File: src/rtl/tdm_demux_pkg.sv
// Shared constants and types for the 4-channel TDM demultiplexer.
package tdm_demux_pkg;

  localparam int unsigned NUM_CH = 4;
  localparam int unsigned CH_W   = 2;

  typedef logic [CH_W-1:0] ch_idx_t;

endpackage : tdm_demux_pkg

File: src/rtl/tdm_demux_slot.sv
// One-entry output register slice for a single demux channel.
// A load takes priority over a drain, so a simultaneous load and drain
// replaces the data and keeps valid high.
module tdm_demux_slot #(
  parameter int unsigned WIDTH = 16
) (
  input  logic             clk,
  input  logic             rst,
  input  logic             load,
  input  logic [WIDTH-1:0] data_in,
  input  logic             ready_in,
  output logic             valid_out,
  output logic [WIDTH-1:0] data_out
);

  logic             valid_q;
  logic [WIDTH-1:0] data_q;

  // Slot occupancy and data: load wins, otherwise a drain empties the slot
  always_ff @(posedge clk) begin
    if (rst) begin
      valid_q <= 1'b0;
      data_q  <= '0;
    end else if (load) begin
      valid_q <= 1'b1;
      data_q  <= data_in;
    end else if (ready_in) begin
      valid_q <= 1'b0;
    end
  end

  assign valid_out = valid_q;
  assign data_out  = data_q;

endmodule : tdm_demux_slot

File: src/rtl/tdm_demux_4ch.sv
// Four-channel time-division demultiplexer: distributes a serialized sample
// stream round-robin to four valid/ready output channels, with s_sof
// realigning the stream to channel 0.
// Optional feature macro: TDM_SYNC_CHECK_EN adds the sync_err / err_cnt
// frame-misalignment checker.
module tdm_demux_4ch
  import tdm_demux_pkg::*;
#(
  parameter int unsigned WIDTH = 16
) (
  input  logic                    clk,
  input  logic                    rst,
  input  logic                    s_valid,
  output logic                    s_ready,
  input  logic [WIDTH-1:0]        s_data,
  input  logic                    s_sof,
  output logic [NUM_CH-1:0]       m_valid,
  input  logic [NUM_CH-1:0]       m_ready,
  output logic [NUM_CH*WIDTH-1:0] m_data
`ifdef TDM_SYNC_CHECK_EN
  ,
  output logic                    sync_err,
  output logic [7:0]              err_cnt
`endif
);

  ch_idx_t             ch_sel_q;
  ch_idx_t             ch_sel_d;
  ch_idx_t             dest;
  logic                accept;
  logic [NUM_CH-1:0]   load;

  // s_sof forces the beat to channel 0 regardless of the pointer
  assign dest    = s_sof ? '0 : ch_sel_q;
  assign s_ready = !m_valid[dest] || m_ready[dest];
  assign accept  = s_valid && s_ready;

  // Next pointer and per-slot load strobes
  always_comb begin
    ch_sel_d = ch_sel_q;
    load     = '0;
    if (accept) begin
      ch_sel_d = ch_idx_t'(dest + 1'b1);
    end
    for (int unsigned n = 0; n < NUM_CH; n++) begin
      load[n] = accept && (dest == ch_idx_t'(n));
    end
  end

  // Round-robin destination pointer
  always_ff @(posedge clk) begin
    if (rst) begin
      ch_sel_q <= '0;
    end else begin
      ch_sel_q <= ch_sel_d;
    end
  end

  for (genvar g = 0; g < NUM_CH; g++) begin : g_slot
    tdm_demux_slot #(
      .WIDTH (WIDTH)
    ) u_slot (
      .clk       (clk),
      .rst       (rst),
      .load      (load[g]),
      .data_in   (s_data),
      .ready_in  (m_ready[g]),
      .valid_out (m_valid[g]),
      .data_out  (m_data[g*WIDTH +: WIDTH])
    );
  end

`ifdef TDM_SYNC_CHECK_EN
  logic       misalign;
  logic       sync_err_q;
  logic [7:0] err_cnt_q;

  assign misalign = accept && s_sof && (ch_sel_q != '0);

  // Misalignment pulse and saturating error count, updated together
  always_ff @(posedge clk) begin
    if (rst) begin
      sync_err_q <= 1'b0;
      err_cnt_q  <= '0;
    end else begin
      sync_err_q <= misalign;
      if (misalign && (err_cnt_q != '1)) begin
        err_cnt_q <= err_cnt_q + 8'd1;
      end
    end
  end

  assign sync_err = sync_err_q;
  assign err_cnt  = err_cnt_q;
`else
  // No checker: s_sof realigns the pointer silently.
`endif

endmodule : tdm_demux_4ch

File: config.mk
export PLATFORM = sky130hd
export DESIGN_NAME = tdm_demux_4ch
export DESIGN_NICKNAME = d
export VERILOG_FILES = /design/src/rtl/tdm_demux_pkg.sv /design/src/rtl/tdm_demux_slot.sv /design/src/rtl/tdm_demux_4ch.sv
export SDC_FILE = /design/constraint.sdc
export NUM_CORES = 1
export LEC_CHECK = 0
export ABC_CLOCK_PERIOD_IN_PS = 3000
export BUFFER_PORTS_ARGS = -buffer_cell sky130_fd_sc_hd__buf_2
export CORE_ASPECT_RATIO = 1.1
export CORE_MARGIN = 3
export CORE_UTILIZATION = 45
export CTS_CLUSTER_DIAMETER = 150
export DETAILED_ROUTE_END_ITERATION = 7
export PLACE_DENSITY = 0.75
export SLEW_MARGIN = 20
export SYNTH_ARGS = -nofsm -noshare
export SYNTH_HDL_FRONTEND = slang
export SYNTH_SLANG_ARGS = --single-unit
File: constraint.sdc
create_clock -name clk -period 3 [get_ports clk]
set_input_delay 0.9 -clock clk [delete_from_list [all_inputs] [get_ports clk]]
set_output_delay 0.9 -clock clk [all_outputs]
set_load 0.02 [all_outputs]
# Yosys cells after proc, flatten, opt, wreduce, memory -nomap -nowiden
# Cells that the tools add are included.
op_classes:
  reduce_logical: 12
  order_cmp: 1
  eq_ne: 3
  mux: 13
  add_sub_neg: 1
ops:
  columns: ["op", "n"]
  rows:
  - ["$mux 1", 10]
  - ["$reduce_bool 2->1", 4]
  - ["$logic_and 1x1->1", 5]
  - ["$bmux 1 s2", 2]
  - ["$eq 2x2->1 const B", 2]
  - ["$lt 2x3->1 const B", 1]
  - ["$add 2x1->2 const B", 1]
  - ["$eq 2x1->1 const B", 1]
  - ["$logic_not 2->1", 1]
  - ["$mux 2", 1]
  - ["$logic_not 1->1", 1]
  - ["$logic_or 1x1->1", 1]
word_totals:
  inputBits: 24
  ff_bits: 70
  elab_cells: 39
  output_inout_bits: 69

# Logic depth before layout (Yosys ltp)
# Gate-level depths: netlist of the first run.
logic_depth:
  ltp_word: 8
  mapped_depth: 8
  mapped_depth_nobuf: 6

# Modules after synthesis
# Synthesis of the first run repeated with hierarchy kept, for this count alone.
unflattened:
  cells_unflattened: 258
  area_unflattened_um2: 2742.6
modules_own_cells:
  columns: ["mod", "seq_area_each_um2", "n_inst", "area_each_um2", "cells_each"]
  rows:
  - ["tdm_demux_slot", 340.3, 4, 616.8, 56]
  - ["tdm_demux_4ch", 40.0, 1, 275.3, 34]

# Worst setup path after synthesis of the first run
# OpenSTA, ideal clock, no wires.
synth_path:
  path_kind: "input -> output"
  start: "input port s_sof"
  end: "output port s_ready"
  required_ns: 2.100
  arrival_time_ns: 1.733
  cell_stages: 4
  slack_ns: 0.367
  n_path_buf: 0
  path_cell_list: "and2b_4 > inv_2 > a211o_1 > nand2_1"
synth_via:
  elab_chain_cells: 5
  elab_cells_between_ends: 7
  classes_between: "5 x mux; 2 x reduce/logical"
synth_rtl:
  columns: ["item", "line_no", "text"]
  rows:
  - ["start, declared", "tdm_demux_4ch.sv:16", "input logic s_sof,"]
  - ["$mux 2 (*)", "tdm_demux_4ch.sv:34", "assign dest = s_sof ? '0 : ch_sel_q;"]
  - ["$bmux 1 s2", "tdm_demux_4ch.sv:35", "assign s_ready = !m_valid[dest] || m_ready[dest];"]
  - ["$mux 1 (not written as such)", "tdm_demux_4ch.sv:35", null]
  - ["$logic_not 1->1", "tdm_demux_4ch.sv:35", null]
  - ["$logic_or 1x1->1 (*)", "tdm_demux_4ch.sv:35", null]
  - ["end, declared", "tdm_demux_4ch.sv:14", "output logic s_ready,"]
# Every way passes the cells marked *; elsewhere a longest branch is shown, timed or not. The select of a mux whose other input is x is not followed.

# Worst setup path in the final report of the first run
# Ends and elaborated chain as after synthesis.

==> results of run 1 <==
## through the flow
step / hold WS [ns] / instance area (sq um) / util, % / worst slack [ns]
after floorplan: 0.452 / 2790 / - / 0.367
after global placement: 0.442 / 3270 / 55.7 / 0.244
after detailed placement: 0.444 / 3270 / 55.7 / 0.223
after CTS: 0.456 / 3510 / 59.7 / 0.215
after global routing: 0.471 / 3510 / 59.7 / 0.135
final: 0.457 / 3510 / 59.7 / 0.221
## per-layer routing
layer | part of all wire (%) | routed length (um) | vias to the layer above | GRT usage [%]
li1 | - | - | 1087 | -
met4 | 1.9 | 119 | 0 | 8.76
met3 | 7.7 | 474 | 10 | 6.21
met2 | 48 | 2940 | 68 | 29.9
met5 | 0 | 0 | - | 0
met1 | 43 | 2630 | 981 | 20.7
## registers in the layout, summed over array words and instances (netlist names)
signal	count
g_slot.u_slot.data_out	64
ch_sel_q	2
g_slot.u_slot.valid_out	4
## final cells by class
type                            count  area share, %
Multi-Input combinational cell    180           35.2
Clock inverter                      6           3.10
Inverter                            3          0.321
Clock buffer                       10           3.64
Timing Repair Buffer              101           15.0
Sequential cell                    70           39.9
Tap cell                           77           2.75
## worst min-delay path by stage
stage                                          to                     startpoint  slack (ns)
floorplan              g_slot[3].u_slot.valid_out     g_slot[3].u_slot.valid_out        0.45
global placement    g_slot[1].u_slot.data_out[12]  g_slot[1].u_slot.data_out[12]        0.44
detailed placement   g_slot[2].u_slot.data_out[8]   g_slot[2].u_slot.data_out[8]        0.44
CTS                  g_slot[2].u_slot.data_out[8]   g_slot[2].u_slot.data_out[8]        0.46
global route         g_slot[2].u_slot.data_out[8]   g_slot[2].u_slot.data_out[8]        0.47
finish               g_slot[3].u_slot.data_out[3]   g_slot[3].u_slot.data_out[3]        0.46
## kinds of logic (layout without fill, tap and decap cells)
| family | Yosys count | count (layout) | synth area share (%) |
|---|---|---|---|
| compound gates | 16 | 16 | 4.90 |
| buf+inv | 24 | 120 | 5.30 |
| simple gates | 94 | 94 | 14.0 |
| flops | 70 | 70 | 50.3 |
| fa+ha+maj | 4 | 4 | 1.80 |
| mux | 66 | 66 | 23.7 |
## worst max-delay path, stage by stage
cell and delay [ns]:
buf_2 0.12, and2b_4 0.28, inv_2 0.06, a211o_1 0.27
nand2_1 0.08, buf_2 0.17
## cell usage after synthesis
master / n / area (sq um)
a21boi_0: 1 / 7.51
buf_4: 7 / 52.6
nand2_1: 85 / 319
a21oi_4: 1 / 16.3
a21oi_1: 4 / 20.0
nand3b_1: 2 / 15.0
and2b_1: 1 / 7.51
buf_6: 4 / 45.0
dfxtp_1: 70 / 1400
inv_1: 2 / 7.51
clkbuf_1: 9 / 33.8
inv_2: 1 / 3.75
a211oi_2: 1 / 12.5
nand2b_1: 3 / 18.8
o221a_2: 1 / 11.3
a211o_1: 1 / 8.76
ha_1: 4 / 50.1
a21o_1: 2 / 15.0
nor2b_1: 1 / 6.26
and2b_4: 1 / 10.0
o211a_1: 1 / 10.0
o211ai_2: 1 / 12.5
buf_2: 1 / 5.00
o211ai_1: 2 / 15.0
mux2i_1: 66 / 661
o21a_1: 1 / 7.51
and4bb_2: 1 / 12.5
## power by group
| group | internal [W] | switching [W] | total [W] |
|---|---|---|---|
| clock | 0.000553 | 0.000346 | 0.000898 |
| combinational | 0.0000743 | 0.000120 | 0.000195 |
| sequential | 0.000958 | 0.0000154 | 0.000973 |
==> impl_metrics.toml, run 1 <==
[run_status]
run_status = "complete, no violations"

[timing]
rsz0062_at_grt = "false"
finalSetupViolCount = 0
slew_headroom_pct = 62.5
hold_viol = 0
clock-skew-final_ns = 0.00784
finalCritPeriodShare_pct = 92.6
worst_pin_slew_ns = 0.562
setup_tns_ns = 0
slew_viol_final = 0
fmax_ghz = 0.360
finalCriticalPeriod_ns = 2.78

[clock_tree]
cts_resized = 0
tritoncts = "built"
numCtsBuffers = 9
cts_root_buffer = "clkbuf_8"
cts_hold_buf = 0
clk_pin_slew_ns = 0.07
post_cts_buffers = 0
ctsLongestPathBuffers = 2
htreeDepth = 3
clk_latency_ns = 0.34
cts.sinks = 70

[die]
initial_core_util_pct = 47.4
die_x_um = 81.0
core-area_sq_um = 5880
die-area_sq_um = 7170
die_y_um = 88.5
design.portCount = 93
rows = 29

[synthesis]
postSynthCellCount = 274
synth_area_sq_um = 2790
synth-seq-cells = 70
synth-warning-count = 0
yosysSeqAreaShare_pct = 50.3
synth_cell_type_count = 27
synth.avg_cell_area_sq_um = 10.2
syn_nets = 302

[worst_setup_path]
startpoint_type = "primary input"
worstSetupPathType = "primary input to output port"
r2r_end = "g_slot[0].u_slot.data_out[15]"
crit_required_ns = 2.10
cp-startpoint = "s_sof"
r2r.worst_path.cells = 6
r2r-start = "ch_sel_q[1]"
cp-endpoint = "s_ready"
r2r_slack_ns = 1.11
crit_path_end_kind = "output port"
crit_arrival_ns = 1.88
worstPathMaxFanout = 5

[finish]
final_common_cell = "buf_2"
multiInputGateArea_sq_um = 1240
final_layout_size_suffix_gt1_share_pct = 33.5
seq_area_sq_um = 1400
final_nets = 393
final_cell_mix = "buf_2, nand2_1, dfxtp_1"
fin_cells = 447
diodes = 0
nFillCells = 533
synthToLayoutAreaGrowth_pct = 26.0

[power_and_ir_drop]
power_leakage_nw = 1.90
fin_total_pwr_w = 0.00207
p_per_area_nw_per_um2 = 589
ir_worst_vdd_mv = 0.476

[placement]
dp_hpwl_um = 4400
place_inst = 431
place_congestion = 0.778
portBuffers = 92

[routing]
via_count = 2146
wl_per_cell_um = 13.8
drtIter0Drc = 59
dr.pass1.iters = 4
drc = 0
wl_um = 6170
ant_nets = 0
routed_via_density = 4.80

[flow_run]
cap_violations = 0

[global_route]
grt_use_total_pct = 18.0
grt_overflow = 0
grt_pass1_vias = 2040
grt_pass1_wl_um = 9710
grt_max_degree = 38
antenna_found_initial = 0

[min_path]
hold_path.class = "register to register"
min_path_cells = 2
(Power assumes the default switching activity.)
==> run 2, diff against run 1 <==
--- a/config.mk
+++ b/config.mk
@@ -12,6 +12,7 @@
 export CORE_UTILIZATION = 45
 export CTS_CLUSTER_DIAMETER = 150
 export DETAILED_ROUTE_END_ITERATION = 7
+export MAX_ROUTING_LAYER = met4
 export PLACE_DENSITY = 0.75
 export SLEW_MARGIN = 20
 export SYNTH_ARGS = -nofsm -noshare
==> run 2 against run 1 <==
Net effect: hold slack about the same; final area unchanged; wire length shrank 0.42%; sequential power hardly changed; first-iteration DRC count up 15%; critical path depth did not move; non-clock buffer count stayed put; sequential share of layout area stayed put; total power down 0.15%; critical path type unchanged.
==> impl_metrics.toml, run 2 (same netlist as run 1, synthesis figures left out) <==
[min_path]
hold_path.class = "register to register"

[timing]
worst_pin_slew_ns = 0.562
rsz0062_at_grt = "false"
finalSetupViolCount = 0
slew_headroom_pct = 62.5
hold_viol = 0
clock-skew-final_ns = 0.00921
slew_viol_final = 0
setup_tns_ns = 0
fmax_ghz = 0.359
finalCriticalPeriod_ns = 2.78
finalCritPeriodShare_pct = 92.8
whs_ns = 0.457

[die]
die-area_sq_um = 7170
initial_core_util_pct = 47.4
design.portCount = 93
die_x_um = 81.0
die_y_um = 88.5
rows = 29
core-area_sq_um = 5880

[clock_tree]
cts.sinks = 70
ctsLongestPathBuffers = 2
tritoncts = "built"
cts_resized = 0
htreeDepth = 3
cts_root_buffer = "clkbuf_8"
numCtsBuffers = 9
clk_pin_slew_ns = 0.07
post_cts_buffers = 0
clk_latency_ns = 0.34
cts_hold_buf = 0

[finish]
final_nets = 393
final_layout_size_suffix_gt1_share_pct = 33.5
final_common_cell = "buf_2"
largest_register_ffs = 64
synthToLayoutAreaGrowth_pct = 26.0
diodes = 0
fin_util_pct = 59.7
final_cell_mix = "buf_2, nand2_1, dfxtp_1"

[placement]
place_congestion = 0.789
portBuffers = 92
dp_hpwl_um = 4400

[global_route]
antenna_found_initial = 0
grt_use_total_pct = 18.5
grt_pass1_wl_um = 9710
grt_overflow = 0
grt_max_degree = 38
grt_pass1_vias = 2040

[flow_run]
cap_violations = 0

[routing]
drc = 0
ant_nets = 0
wl_per_cell_um = 13.7
dr.pass1.iters = 4
drtIter0Drc = 68
via_count = 2158
wl_um = 6140
routed_via_density = 4.83

[power_and_ir_drop]
p_per_area_nw_per_um2 = 588
p_sw_w = 0.000478
ir_worst_vdd_mv = 0.476
power_leakage_nw = 1.90
seq_power_share_pct = 47.2
cellInternalPower_w = 0.00158
comb_power_share_pct = 9.4
swShare_pct = 23.2
clkPwrFrac_pct = 43.4

[worst_setup_path]
worstSetupPathType = "primary input to output port"
crit_path_end_kind = "output port"
crit_arrival_ns = 1.88
startpoint_type = "primary input"
worstPathMaxFanout = 5
crit_required_ns = 2.10

[run_status]
run_status = "complete, no violations"
-- run 2: cell counts in the layout (fill, tap and decap cells not counted) --
No cell type changed its count.
-- run 2: area by class of cell --
type	count	area, sq um
flip-flops and latches	70	1400
repair buffers	101	528
inverters	3	11.3
multi-input cells	180	1240
clock buffers	10	128
clock inverters	6	109
well taps	77	96.3
fillers	533	2370
-- run 2: metal layers --
layer,up-vias,share of wire [%],track usage [%]
met5,-,0,-
met4,0,1.5,8.76
met1,986,43,21.2
met2,71,48,29.9
met3,12,6.9,5.09
li1,1089,-,-
-- run 2: metrics by stage --
stage,setup WS (ns),instances,area (sq um),total power (W)
floorplan,0.367,274,2790,0.00113
global placement,0.244,431,3270,0.00119
detailed placement,0.223,431,3270,0.00119
CTS,0.215,447,3510,0.00209
global route,0.135,447,3510,0.00215
finish,0.215,447,3510,0.00206
-- run 2: critical path, cell delays in order --
cell and delay, ns:
buf_2 0.12, and2b_4 0.29, inv_2 0.07, a211o_1 0.27, nand2_1 0.07, buf_2 0.17
-- run 2: final timing paths --
kind | slack [ns] | to | startpoint | cells after the start
setup / recovery | 0.22 | s_ready | s_sof | 6
hold reg to reg | 0.46 | g_slot[2].u_slot.data_out[3] | g_slot[2].u_slot.data_out[3] | 2
setup reg to reg | 1.11 | g_slot[0].u_slot.data_out[15] | ch_sel_q[1] | 6
hold / removal | 0.46 | g_slot[2].u_slot.data_out[3] | g_slot[2].u_slot.data_out[3] | 2
-- run 2: power groups by stage --
stage          Sequential, W  Combinational, W  Clock [W]
2_1_floorplan        0.00102          0.000103          0
3_3_place_gp        0.000994          0.000194          0
3_5_place_dp        0.000994          0.000197          0
4_1_cts             0.000973          0.000197   0.000924
5_1_grt             0.000976          0.000213   0.000958
6_report            0.000973          0.000195   0.000895
==> run 3, diff against run 2 <==
--- a/config.mk
+++ b/config.mk
@@ -9,11 +9,11 @@
 export BUFFER_PORTS_ARGS = -buffer_cell sky130_fd_sc_hd__buf_2
 export CORE_ASPECT_RATIO = 1.1
 export CORE_MARGIN = 3
-export CORE_UTILIZATION = 45
+export CORE_UTILIZATION = 50
 export CTS_CLUSTER_DIAMETER = 150
 export DETAILED_ROUTE_END_ITERATION = 7
 export MAX_ROUTING_LAYER = met4
-export PLACE_DENSITY = 0.75
+export PLACE_DENSITY = 0.81
 export SLEW_MARGIN = 20
 export SYNTH_ARGS = -nofsm -noshare
 export SYNTH_HDL_FRONTEND = slang
==> run 3 against run 2 <==
Net effect: register-to-register slack about the same; critical path depth unchanged; sequential cell count unchanged; core utilization increased by 7.2 points; clock skew decreased by 0.0012 ns; final area decreased by 0.86%; critical path type unchanged; critical endpoint unchanged.
==> impl_metrics.toml, run 3 (same netlist as run 1, synthesis figures left out) <==
[run_status]
run_status = "complete, no violations"

[clock_tree]
tritoncts = "built"
clk_pin_slew_ns = 0.07
ctsLongestPathBuffers = 2
numCtsBuffers = 9
cts_resized = 0
htreeDepth = 3
clk_latency_ns = 0.33
post_cts_buffers = 0
cts.sinks = 70
cts_hold_buf = 0
cts_root_buffer = "clkbuf_8"

[die]
initial_core_util_pct = 53.5
rows = 27
die-area_sq_um = 6500
die_x_um = 77.2
design.portCount = 93
core-area_sq_um = 5200
die_y_um = 84.3

[finish]
final_nets = 392
final_cell_mix = "buf_2, nand2_1, dfxtp_1"
finish.instance_area_sq_um = 3480
final_common_cell = "buf_2"
fin_cells = 440
synthToLayoutAreaGrowth_pct = 24.9
diodes = 0
final_layout_size_suffix_gt1_share_pct = 33.4
fin_util_pct = 66.9
largest_register_ffs = 64
nFillCells = 451

[placement]
place_inst = 425
portBuffers = 92
dp_hpwl_um = 4410
place_congestion = 0.762
placed_area_sq_um = 3270

[routing]
ant_nets = 0
wl_per_cell_um = 14.3
wl_um = 6290
via_count = 2190
drtIter0Drc = 72
routed_via_density = 4.98
drc = 0
dr.pass1.iters = 4

[global_route]
grt_pass1_wl_um = 10600
grt_overflow = 0
antenna_found_initial = 0
grt_use_total_pct = 21.0
grt_pass1_vias = 2218
grt_max_degree = 40

[timing]
finalSetupViolCount = 0
fmax_ghz = 0.357
worst_pin_slew_ns = 0.609
clock-skew-final_ns = 0.00800
rsz0062_at_grt = "false"
hold_viol = 0
finalCritPeriodShare_pct = 93.5
slew_headroom_pct = 59.4
whs_ns = 0.457
finalCriticalPeriod_ns = 2.80
slew_viol_final = 0
setup_tns_ns = 0

[flow_run]
cap_violations = 0

[min_path]
holdPathEnd = "g_slot[1].u_slot.data_out[8]"
min_path_cells = 2
hold_path.class = "register to register"
hp-start = "g_slot[1].u_slot.data_out[8]"

[worst_setup_path]
r2r_slack_ns = 1.10
startpoint_type = "primary input"
r2r.worst_path.cells = 6
worstPathMaxFanout = 5
crit_arrival_ns = 1.90
crit_required_ns = 2.10
crit_path_end_kind = "output port"
r2r_end = "g_slot[0].u_slot.data_out[13]"
worstSetupPathType = "primary input to output port"
r2r-start = "ch_sel_q[1]"

[power_and_ir_drop]
seq_power_share_pct = 50.0
ir_worst_vdd_mv = 0.290
comb_power_share_pct = 10.1
power_leakage_nw = 1.89
clkPwrFrac_pct = 39.9
swShare_pct = 24.0
p_per_area_nw_per_um2 = 560
p_sw_w = 0.000468
cellInternalPower_w = 0.00148
==> run 3: cell count changes in the layout (fill, tap and decap cells not counted), sizes merged <==
cell / change
clkbuf: +2
inv: -1
bufinv: -2
clkinvlp: +1
buf: -1
clkinv: -1
==> run 3: layer usage <==
metal | wire length [um] | up-vias | global-route usage [%]
met1 | 2720 | 1025 | 23.8
met3 | 494 | 6 | 6.97
li1 | - | 1085 | -
met5 | 0 | - | -
met4 | 74 | 0 | 6.63
met2 | 3000 | 74 | 34.9
==> run 3: worst max-delay path by stage <==
stage,start,to,cells past startpoint
2_1_floorplan,s_sof,s_ready,4
3_3_place_gp,s_sof,s_ready,6
3_5_place_dp,s_sof,s_ready,6
4_1_cts,s_sof,s_ready,6
5_1_grt,s_sof,s_ready,5
6_report,s_sof,s_ready,6
==> run 3: worst max-delay path, stage by stage <==
cell,delay (ns)
buf_2,0.11
and2b_4,0.28
inv_2,0.07
a211o_1,0.28
nand2_1,0.09
buf_2,0.17
==> run 3: power groups by stage <==
stage	clock (W)	sequential, W	combinational (W)
after floorplan	0	0.00102	0.000103
after global routing	0.000834	0.000977	0.000213
after global placement	0	0.000994	0.000193
after detailed placement	0	0.000994	0.000197
after CTS	0.000791	0.000973	0.000198
final	0.000777	0.000974	0.000196
==> run 3: through the flow <==
stage / total power [W] / worst slack (ns)
2_1_floorplan: 0.00113 / 0.367
3_3_place_gp: 0.00119 / 0.251
3_5_place_dp: 0.00119 / 0.226
4_1_cts: 0.00196 / 0.209
5_1_grt: 0.00202 / 0.108
6_report: 0.00195 / 0.196
==> run 3: cell type report <==
type	instances	area [sq um]	share of cell area, %
tap	72	90.1	2.59
inverter	3	11.3	0.324
multi-input combinational	180	1240	35.5
sequential	70	1400	40.3
clock inverter	3	42.5	1.22
timing repair buffer	100	533	15.3
clock buffer	12	165	4.75
